$ cat src/rtl/ds_compact_if.sv
// Video in/out bundle for ds_compact; o_ovf exists only when DS_COMPACT_OVF_EN is defined.
interface ds_compact_if #(
  parameter int unsigned WIDTH = 10
);
  logic             i_vsync;
  logic             i_hsync;
  logic             i_de;
  logic [WIDTH-1:0] i_r_data;
  logic [WIDTH-1:0] i_g_data;
  logic [WIDTH-1:0] i_b_data;
  logic             o_vsync;
  logic             o_hsync;
  logic             o_de;
  logic [WIDTH-1:0] o_r_data;
  logic [WIDTH-1:0] o_g_data;
  logic [WIDTH-1:0] o_b_data;
`ifdef DS_COMPACT_OVF_EN
  logic             o_ovf;

  modport master (
    output i_vsync, i_hsync, i_de, i_r_data, i_g_data, i_b_data,
    input  o_vsync, o_hsync, o_de, o_r_data, o_g_data, o_b_data, o_ovf
  );
  modport slave (
    input  i_vsync, i_hsync, i_de, i_r_data, i_g_data, i_b_data,
    output o_vsync, o_hsync, o_de, o_r_data, o_g_data, o_b_data, o_ovf
  );
`else
  modport master (
    output i_vsync, i_hsync, i_de, i_r_data, i_g_data, i_b_data,
    input  o_vsync, o_hsync, o_de, o_r_data, o_g_data, o_b_data
  );
  modport slave (
    input  i_vsync, i_hsync, i_de, i_r_data, i_g_data, i_b_data,
    output o_vsync, o_hsync, o_de, o_r_data, o_g_data, o_b_data
  );
`endif
endinterface

$ cat src/rtl/ds_compact.sv
// Line compactor: ping-pong line buffer written from sparse i_de, replayed as a
// contiguous burst after HBP back-porch cycles. DS_COMPACT_OVF_EN adds sticky o_ovf.
module ds_compact #(
  parameter int unsigned WIDTH = 10,
  parameter int unsigned HACT  = 10,
  parameter int unsigned HBP   = 2
) (
  input  logic        clk,
  input  logic        rst,
  ds_compact_if.slave vif
);
  localparam int unsigned OACT = HACT / 2;
  localparam int unsigned DW   = 3 * WIDTH;
  localparam int unsigned PW   = $clog2(OACT + 1);
  localparam int unsigned AW   = (OACT > 1) ? $clog2(OACT) : 1;
  localparam int unsigned CW   = (HBP > 1) ? $clog2(HBP) : 1;

  typedef enum logic [1:0] {IDLE = 2'd0, PRE = 2'd1, ACTIVE = 2'd2} state_t;

  logic [DW-1:0] mem [2][OACT];

  logic          de_q, vsync_q;
  logic          wr_bank, rd_bank;
  logic [PW-1:0] wr_ptr;
  logic          drop_q;
  logic [1:0]    full;
  logic [PW-1:0] count [2];

  state_t        state, state_d;
  logic [CW-1:0] pre_cnt, pre_d;
  logic [PW-1:0] rd_idx, idx_d;
  logic          hsync_d, de_d, rd_done;
  logic [DW-1:0] pix_d;

  logic          o_vsync_q, o_hsync_q, o_de_q;
  logic [DW-1:0] o_pix_q;

  logic vsync_rise, line_start, line_end, drop_now, wr_en, eol_commit;

  // i_hsync carries no information here; line boundaries come from i_de alone
  logic unused_hsync;
  assign unused_hsync = vif.i_hsync;

  assign vsync_rise = vif.i_vsync & ~vsync_q;
  assign line_start = vif.i_de & ~de_q;
  assign line_end   = ~vif.i_de & de_q;
  // Drop verdict is taken on the first pixel and held for the rest of the line
  assign drop_now   = line_start ? full[wr_bank] : drop_q;
  assign wr_en      = ~vsync_rise & vif.i_de & ~drop_now & (wr_ptr < PW'(OACT));
  assign eol_commit = ~vsync_rise & line_end & (wr_ptr != '0) & ~drop_q;

  // Write side: pointer, bank select, per-bank full flag and pixel count
  always_ff @(posedge clk) begin
    if (rst) begin
      de_q      <= 1'b0;
      vsync_q   <= 1'b0;
      o_vsync_q <= 1'b0;
      wr_bank   <= 1'b0;
      wr_ptr    <= '0;
      drop_q    <= 1'b0;
      full      <= '0;
      count[0]  <= '0;
      count[1]  <= '0;
    end else begin
      de_q      <= vif.i_de;
      vsync_q   <= vif.i_vsync;
      o_vsync_q <= vif.i_vsync;
      if (vsync_rise) begin
        wr_bank <= 1'b0;
        wr_ptr  <= '0;
        drop_q  <= 1'b0;
      end else begin
        if (line_start) drop_q <= drop_now;
        if (eol_commit) begin
          count[wr_bank] <= wr_ptr;
          wr_bank        <= ~wr_bank;
          wr_ptr         <= '0;
        end else if (wr_en) begin
          wr_ptr <= wr_ptr + PW'(1);
        end
      end
      // Set and clear can land together only on opposite banks
      for (int b = 0; b < 2; b++) begin
        if (vsync_rise)                           full[b] <= 1'b0;
        else if (eol_commit && wr_bank == 1'(b))  full[b] <= 1'b1;
        else if (rd_done && rd_bank == 1'(b))     full[b] <= 1'b0;
      end
    end
  end

  always_ff @(posedge clk) begin
    if (wr_en) mem[wr_bank][wr_ptr[AW-1:0]] <= {vif.i_r_data, vif.i_g_data, vif.i_b_data};
  end

  // Read FSM next state and next registered outputs
  always_comb begin
    state_d = state;
    pre_d   = pre_cnt;
    idx_d   = rd_idx;
    hsync_d = 1'b0;
    de_d    = 1'b0;
    rd_done = 1'b0;
    case (state)
      IDLE: begin
        if (full[rd_bank]) begin
          state_d = PRE;
          pre_d   = '0;
          hsync_d = 1'b1;
        end
      end
      PRE: begin
        if (pre_cnt == CW'(HBP - 1)) begin
          state_d = ACTIVE;
          idx_d   = '0;
          de_d    = 1'b1;
        end else begin
          pre_d = pre_cnt + CW'(1);
        end
      end
      ACTIVE: begin
        if (rd_idx == count[rd_bank] - PW'(1)) begin
          state_d = IDLE;
          rd_done = 1'b1;
        end else begin
          idx_d = rd_idx + PW'(1);
          de_d  = 1'b1;
        end
      end
      default: state_d = IDLE;
    endcase
    if (vsync_rise) begin
      state_d = IDLE;
      hsync_d = 1'b0;
      de_d    = 1'b0;
      rd_done = 1'b0;
    end
  end

  assign pix_d = de_d ? mem[rd_bank][idx_d[AW-1:0]] : '0;

  always_ff @(posedge clk) begin
    if (rst) begin
      state     <= IDLE;
      pre_cnt   <= '0;
      rd_idx    <= '0;
      rd_bank   <= 1'b0;
      o_hsync_q <= 1'b0;
      o_de_q    <= 1'b0;
      o_pix_q   <= '0;
    end else begin
      state     <= state_d;
      pre_cnt   <= pre_d;
      rd_idx    <= idx_d;
      o_hsync_q <= hsync_d;
      o_de_q    <= de_d;
      o_pix_q   <= pix_d;
      if (vsync_rise)   rd_bank <= 1'b0;
      else if (rd_done) rd_bank <= ~rd_bank;
    end
  end

`ifdef DS_COMPACT_OVF_EN
  logic ovf_q;

  // Sticky overflow: set by a dropped line's first pixel, cleared by frame resync
  always_ff @(posedge clk) begin
    if (rst)                                 ovf_q <= 1'b0;
    else if (vsync_rise)                     ovf_q <= 1'b0;
    else if (line_start && full[wr_bank])    ovf_q <= 1'b1;
  end

  assign vif.o_ovf = ovf_q;
`endif

  assign vif.o_vsync  = o_vsync_q;
  assign vif.o_hsync  = o_hsync_q;
  assign vif.o_de     = o_de_q;
  assign vif.o_r_data = o_pix_q[DW-1 -: WIDTH];
  assign vif.o_g_data = o_pix_q[2*WIDTH-1 -: WIDTH];
  assign vif.o_b_data = o_pix_q[WIDTH-1:0];
endmodule

$ cat src/flat_wrapper.sv
// flat-port wrapper written by rule: the top's interface ports become plain ports
module ds_compact_flat 
#(
  parameter int unsigned WIDTH = 10,
  parameter int unsigned HACT  = 10,
  parameter int unsigned HBP   = 2
)
  (clk, rst, vif_i_vsync, vif_i_hsync, vif_i_de, vif_i_r_data, vif_i_g_data, vif_i_b_data, vif_o_vsync, vif_o_hsync, vif_o_de, vif_o_r_data, vif_o_g_data, vif_o_b_data);
  ds_compact_if #(.WIDTH(WIDTH)) vif_i ();
  input  logic clk;
  input  logic rst;
  input wire logic [$bits(vif_i.i_vsync)-1:0] vif_i_vsync;
  input wire logic [$bits(vif_i.i_hsync)-1:0] vif_i_hsync;
  input wire logic [$bits(vif_i.i_de)-1:0] vif_i_de;
  input wire logic [$bits(vif_i.i_r_data)-1:0] vif_i_r_data;
  input wire logic [$bits(vif_i.i_g_data)-1:0] vif_i_g_data;
  input wire logic [$bits(vif_i.i_b_data)-1:0] vif_i_b_data;
  output wire logic [$bits(vif_i.o_vsync)-1:0] vif_o_vsync;
  output wire logic [$bits(vif_i.o_hsync)-1:0] vif_o_hsync;
  output wire logic [$bits(vif_i.o_de)-1:0] vif_o_de;
  output wire logic [$bits(vif_i.o_r_data)-1:0] vif_o_r_data;
  output wire logic [$bits(vif_i.o_g_data)-1:0] vif_o_g_data;
  output wire logic [$bits(vif_i.o_b_data)-1:0] vif_o_b_data;
  assign vif_i.i_vsync = vif_i_vsync;
  assign vif_i.i_hsync = vif_i_hsync;
  assign vif_i.i_de = vif_i_de;
  assign vif_i.i_r_data = vif_i_r_data;
  assign vif_i.i_g_data = vif_i_g_data;
  assign vif_i.i_b_data = vif_i_b_data;
  assign vif_o_vsync = vif_i.o_vsync;
  assign vif_o_hsync = vif_i.o_hsync;
  assign vif_o_de = vif_i.o_de;
  assign vif_o_r_data = vif_i.o_r_data;
  assign vif_o_g_data = vif_i.o_g_data;
  assign vif_o_b_data = vif_i.o_b_data;
  ds_compact #(.WIDTH(WIDTH), .HACT(HACT), .HBP(HBP)) u_core (.clk(clk), .rst(rst), .vif(vif_i));
endmodule
$ cat config.mk
export PLATFORM = sky130hd
export DESIGN_NAME = ds_compact_flat
export DESIGN_NICKNAME = d
export VERILOG_FILES = /design/src/rtl/ds_compact_if.sv /design/src/rtl/ds_compact.sv /design/src/flat_wrapper.sv
export SDC_FILE = /design/constraint.sdc
export NUM_CORES = 1
export LEC_CHECK = 0
export ABC_AREA = 1
export ABC_CLOCK_PERIOD_IN_PS = 3500
export BUFFER_PORTS_ARGS = -buffer_cell sky130_fd_sc_hd__buf_2
export CAP_MARGIN = 40
export CORE_MARGIN = 2
export CORE_UTILIZATION = 45
export CTS_CLUSTER_SIZE = 8
export DETAILED_ROUTE_END_ITERATION = 10
export GPL_TIMING_DRIVEN = 0
export HOLD_SLACK_MARGIN = 0.08
export SETUP_SLACK_MARGIN = 0.1
export SYNTH_ARGS = -nofsm -noshare
export SYNTH_HDL_FRONTEND = slang
export SYNTH_SLANG_ARGS = --single-unit
$ cat constraint.sdc
create_clock -name clk -period 3.5 [get_ports clk]
set_input_delay 0.525 -clock clk [delete_from_list [all_inputs] [get_ports clk]]
set_output_delay 0.525 -clock clk [all_outputs]
set_load 0.005 [all_outputs]
==> impl_metrics.tcl, run 1 <==
set metrics [dict create \
    n_antenna_cell 0 \
    ant_nets 0 \
    gp_congestion 0.769 \
    fmax_mhz 309 \
    drive_above_1_share 0.159 \
    power_density_mw_per_mm2 552 \
    rows 64 \
    maxCapViolCount 0 \
    grt_util_all_layers 0.205 \
    endpoint_kind "flop" \
    cts_htree_levels 2 \
    stdcell_count 1680 \
    grt_setup_unrepaired "yes" \
    final_cell_mix "306 x edfxtp_1, 249 x nand2_1, 138 x nand3_1, 105 x mux2i_1, 78 x buf_2" \
    dp_hpwl_um 21800 \
    final_common_cell "edfxtp_1" \
    synthCells 1110 \
    synth_seq_cells 355 \
    root_buffer "clkbuf_16" \
    drv_slew 0 \
    cts_buffers 50 \
    grt_pass1_wl_um 50800 \
    hold_viol 0 \
    leakage_nw 6.05 \
    cp.required_ns 3.92 \
    postSynthAreaPerCell_um2 12.8 \
    clkTransAtPathRegs_ns 0.05 \
    fp.dieW_um 181 \
    worstMarginPinSlew_ns 0.880 \
    clock_sinks 355 \
    critical_path_class "flop to flop" \
    hold_path_startpoint "vif_i_vsync" \
    io-pin-count 68 \
    yosys.area.top_type "edfxtp_1" \
    fin_tns_setup_ns 0 \
    io_buffer_count 65 \
    num_vias 8811 \
    wl_um 33200 \
    skew_ns 0.00969 \
    yosysUniqueCellTypes 31 \
    grt.overflow.total 0 \
    grt_antenna_before_repair 1 \
    r2r_cells 13 \
    dp_cells 1589 \
    reg2reg_to "u_core.o_pix_q[29]" \
    drc_errors 0 \
    nFillCells 2542 \
    grt_pass1_vias 8772 \
    drtIter0Drc 638 \
    r2r_setup_slack_ns 0.27 \
    synth_seq_area_share 0.718 \
    cts_buffer_depth 3 \
    outcome "completed" \
    min_to "u_core.vsync_q" \
    hold_depth 3 \
    startpoint_type "flop" \
    die-area_mm2 0.0329 \
    post_drt_wl_per_cell_um 19.8 \
    cts_tree "built" \
    arrival_ns 3.65 \
    syn2layout_area_growth_pct 19.5 \
    fin_nets 1289 \
    period_share 0.924 \
    ys_warn_count 0 \
    cp_slowest_cell "clkbuf_4" \
    ir_drop_v 0.000437 \
    syn-cell-area_mm2 0.0142 \
    synth_top_area_share 0.649 \
    drtPass1Iterations 5 \
    fin_crit_ns 3.23 \
    die_h_um 181 \
    routed_via_density 5.24 \
    synthTopCellsByArea "edfxtp_1 65%, mux2i_1 7.5%, dfxtp_1 6.9%" \
    grt_max_degree 20 \
    path_max_fanout 19 \
    syn_nets 1155 \
    holdCritPathClass "primary input to flop" \
    cp_slowest_stage_delay_ns 0.39 \
    start_util 0.459 \
    core_mm2 0.0308 \
    setup_viol 0 \
    slew_headroom 0.414 \
    path_cells "buf_6 > buf_8 > buf_12 > mux2i_2 > ha_2 > xor2_2 > nand3_2 > nand2_1 > o211ai_1 > o21ai_2 > clkbuf_4 > nand3_1 > a21oi_1" \
    clock_latency_ns 0.54 \
    cts_setup_buffers 0 \
]
[stage by stage]
stage	total power, mW	area, µm²	hold WS (ns)	setup slack [ns]	utilization
floorplan	4.85	14200	0.449	-0.107	-
finish	9.35	16900	0.201	0.267	0.549
detailed placement	4.97	15300	0.472	-0.869	0.498
global placement	4.95	15000	0.465	-2.60	0.486
global route	9.66	16900	0.224	0.0644	0.549
CTS	9.44	16800	0.185	0.105	0.546
[cell usage after synthesis]
cell and number:
a21boi_1 1, xor2_1 1, buf_6 3, buf_2 26
nor3b_1 1, inv_2 3, nand4_1 10, o211ai_1 1
a211oi_1 1, a21oi_4 1, nand3_2 2, o41ai_1 1
edfxtp_1 306, inv_1 32, nor4_1 1, nand2_1 249
ha_1 10, nand4_2 1, o21ai_0 23, nor2_1 70
nand3_1 139, o21ai_2 1, a21oi_1 33, nand2_2 3
clkbuf_1 18, mux2i_1 106, clkinv_2 1, xnor2_1 1
dfxtp_1 49, buf_1 10, nor3_1 6
[cells by family after synthesis]
family	synth area share
fa+ha+maj	0.00883
mux	0.0749
compound gates	0.0238
simple gates	0.145
buf+inv	0.0286
xor+xnor	0.00124
flops	0.718
[where the power goes]
part           switching (mW)  internal (mW)
logic                   0.161         0.0685
clock network            1.68           2.78
registers              0.0119           4.65
[state kept, by name, summed over array words and instances, names as in the netlist, 2 cells and up, named ones only]
| signal | count |
|---|---|
| u_core.wr_ptr | 3 |
| u_core.mem | 300 |
| u_core.o_pix_q | 30 |
| u_core.full | 2 |
| u_core.count | 6 |
| u_core.state | 2 |
| u_core.rd_idx | 3 |
[layout make-up]
type                    instances  area [µm²]  share of cell area
clock buffers                  90        1420              0.0840
multi-input cells             662        3710               0.219
clock inverters                 2        38.8             0.00229
inverters                      36         140             0.00828
plain buffers                  56         334              0.0197
flip-flops and latches        355       10200               0.601
well taps                     396         495              0.0293
repair buffers                 83         617              0.0364
[worst max-delay path, delay by kind of cell (launching register included)]
family	cells	cell delay [ns]
buffers and inverters	4	0.93
AO/OA/AOI/OAI	3	0.68
flip-flops	1	0.38
AND/OR/NAND/NOR	3	0.34
adder cells (fa/ha/maj)	1	0.31
multiplexers	1	0.23
XOR/XNOR	1	0.21
[per-layer routing]
metal  wire (µm)  global-route usage  part of all wire
met1       14600               0.278              0.44
met2       16100               0.344              0.49
met3        1800              0.0343             0.054
met4         715              0.0598             0.022
met5          13                   0           0.00039
[what timing repair did]
| action | in CTS | in global routing |
|---|---|---|
| hold endpoints to repair | 0 | 0 |
| hold buffers | 0 | 0 |
| pin swaps | 0 | 1 |
| resized for setup | 12 | 37 |
| setup endpoints to repair | 34 | 215 |
[worst max path at each step]
stage / from / endpoint / slack (ns) / cells past startpoint
3_3_place_gp: u_core.wr_bank / u_core.mem[1][3] / -2.60 / 7
5_1_grt: flop / u_core.o_pix_q[29] / 0.06 / 16
6_report: flop / u_core.o_pix_q[29] / 0.27 / 13
3_5_place_dp: flop / u_core.o_pix_q[27] / -0.87 / 13
2_1_floorplan: u_core.wr_bank / u_core.mem[0][0] / -0.11 / 7
4_1_cts: u_core.wr_bank / u_core.mem[0][5] / 0.10 / 9
No activity file was read; power rests on OpenSTA's default activity.
==> inputs of run 2 (changes only) <==
ABC_AREA = unset   (was 1)
==> run 2 against run 1 <==
Clock skew increased by 0.0041 ns. Highest routed layer unchanged. Worst hold slack gained 0.0092 ns. Flip-flop and latch count did not move. Critical path type unchanged. Largest cell class unchanged. First-iteration DRC count shrank 39%. Synthesized cell count down 38%.
==> impl_metrics.tcl, run 2 <==
set metrics [dict create \
    drtIter0Drc 391 \
    p_int_mw 7.48 \
    grt_max_degree 21 \
    register_area_mm2 0.0102 \
    holdCritPathClass "primary input to flop" \
    setup_viol 0 \
    worstMarginPinSlew_ns 0.888 \
    cp.required_ns 3.93 \
    synth_top_area_share 0.691 \
    synth_seq_cells 355 \
    synth_seq_area_share 0.764 \
    ant_nets 0 \
    yosysUniqueCellTypes 39 \
    synthTopCellsByArea "edfxtp_1 69%, mux4_2 10%, dfxtp_1 7.4%" \
    cts_tree "built" \
    fin_area_mm2 0.0163 \
    nFillCells 2174 \
    final_common_cell "edfxtp_1" \
    cts_buffers 50 \
    hold_viol 0 \
    ys.flop_type "edfxtp_1" \
    io-pin-count 68 \
    drt-met1-wl_um 11900 \
    largest_reg_flops 300 \
    root_buffer "clkbuf_16" \
    dpl-instance-area_mm2 0.0146 \
    p_sw_mw 1.76 \
    path_max_fanout 10 \
    clkTransAtPathRegs_ns 0.05 \
    pwr-share-comb 0.018 \
    power_mw 9.24 \
    clock_sinks 355 \
    final_cell_mix "306 x edfxtp_1, 66 x buf_2, 64 x nand2_1, 60 x mux4_2, 53 x clkbuf_16" \
    maxCapViolCount 0 \
    setup_slack_ns 0.204 \
    endpoint_kind "flop" \
    cp_slowest_stage_delay_ns 0.38 \
    grt_pass1_wl_um 42800 \
    fin_nets 893 \
    num_vias 6823 \
    syn_nets 738 \
    swShare 0.190 \
    fin_crit_ns 3.30 \
    die_h_um 176 \
    highest_layer "met5" \
    critical_path_class "flop to flop" \
    post-route-util 0.562 \
    power_density_mw_per_mm2 568 \
    path_cells "buf_6 > buf_8 > buf_12 > mux2i_1 > ha_1 > xnor2_1 > xnor2_2 > and3_1 > clkbuf_2 > a211o_4 > nor3_1 > nand2_2 > buf_4 > o21ai_1" \
    drc_errors 0 \
    ir_drop_v 0.000392 \
    postSynthAreaPerCell_um2 19.2 \
    drv_slew 0 \
    cp_slowest_cell "a211o_4" \
    fmax_mhz 303 \
    cts_htree_levels 2 \
    clkPwrFrac 0.479 \
    grt_antenna_before_repair 1 \
    wl_met3_um 1340 \
    multiInputGateArea_mm2 0.00309 \
    grt_setup_unrepaired "no" \
    async_flop_share 0 \
    rows 62 \
    dp_cells 1175 \
    core_mm2 0.0289 \
    ys_warn_count 0 \
    stdcell_count 1271 \
    post_drt_wl_per_cell_um 22.3 \
    outcome "completed" \
    dp_hpwl_um 18600 \
    drive_above_1_share 0.309 \
    wl_met2_um 14500 \
    clock_latency_ns 0.53 \
    slew_headroom 0.405 \
    synth_common_cells "306 x edfxtp_1, 65 x nand2_1, 60 x mux4_2" \
    yosys.area.top_type "edfxtp_1" \
    start_util 0.460 \
    die-area_mm2 0.0310 \
    arrival_ns 3.72 \
    startpoint_type "flop" \
    routed_via_density 5.37 \
    pwr-share-seq 0.503 \
    io_buffer_count 66 \
    n_antenna_cell 0 \
    postCtsHoldBufs 0 \
    synthCells 693 \
    drtPass1Iterations 4 \
    leakage_nw 5.41 \
    fp.dieW_um 176 \
    dp_slack_ns -1.01 \
    skew_ns 0.0138 \
    grt.overflow.total 0 \
    cts_buffer_depth 3 \
    period_share 0.942 \
    synth_edf_count 306 \
    grt_pass1_vias 7165 \
    gp_congestion 0.732 \
    grt_util_all_layers 0.188 \
    synth.most_common_cell "edfxtp_1" \
    wl_um 28300 \
    syn-cell-area_mm2 0.0133 \
    syn2layout_area_growth_pct 22.3 \
]
run 2: cell types whose count changed in the layout (fill, tap and decap cells not counted), moves of 23 or more:
cell     delta
nand2_1   -185
mux4_2     +60
nor2_1     -40
nand3_1   -135
mux2i_1    -68
a21oi_1    -23
run 2: stage by stage:
stage	hold slack, ns	TNS (ns)
floorplan	0.462	-34.45
global placement	0.484	-512.19
detailed placement	0.500	-29.98
CTS	0.208	0
global route	0.220	0
finish	0.211	0
run 2: path summary, 6_finish.rpt:
check	startpoint	to	slack, ns	cells after the start
max	flop	u_core.o_pix_q[27]	0.20	14
min	rst	u_core.rd_idx[2]	0.21	2
max reg2reg	flop	u_core.o_pix_q[27]	0.20	14
min reg2reg	u_core.full[1]	u_core.full[1]	0.51	2
run 2: routing by layer:
metal	global-route usage	up-vias
li1	-	3069
met1	0.243	3522
met2	0.330	172
met3	0.0340	58
met4	0.0499	2
met5	0	-
run 2: cells by family (layout without fill, tap and decap cells):
family          Yosys count  count (layout)  synth area share
mux                      98              98             0.130
xor+xnor                  8               8           0.00527
buf+inv                  43             237            0.0141
simple gates            128             128            0.0425
fa+ha+maj                10              10           0.00940
compound gates           51              51            0.0339
flops                   355             355             0.764
run 2: critical path: cells and delay by family (launching register included):
kind | cells | cell delay [ns]
AOI/OAI and AO/OA | 2 | 0.61
xor gates and xnor gates | 2 | 0.30
adders and majority gates | 1 | 0.17
buffers and inverters | 5 | 0.90
DFF | 1 | 0.37
muxes | 1 | 0.20
and+or+nand+nor | 3 | 0.59
run 2: cell type report:
class / count / share of cell area
plain buffers: 32 / 0.0131
clock buffers: 90 / 0.0900
clock inverters: 1 / 0.000461
inverters: 11 / 0.00254
multi-input cells: 295 / 0.190
flip-flops and latches: 355 / 0.625
well taps: 384 / 0.0295
repair buffers: 103 / 0.0497
run 2: timing repair:
action / 4_1_cts / 5_1_grt
endpoints found under the setup margin: 40 / 30
resized for setup: 28 / 4
pin swaps: 3 / 3
setup buffers: 3 / 2
run 2: power groups by stage:
stage | registers (mW) | clock network (mW) | logic, mW
6_report | 4.65 | 4.43 | 0.162
5_1_grt | 4.64 | 4.72 | 0.178
4_1_cts | 4.65 | 4.52 | 0.161
3_5_place_dp | 4.73 | 0 | 0.158
3_3_place_gp | 4.73 | 0 | 0.134
2_1_floorplan | 4.73 | 0 | 0.0646
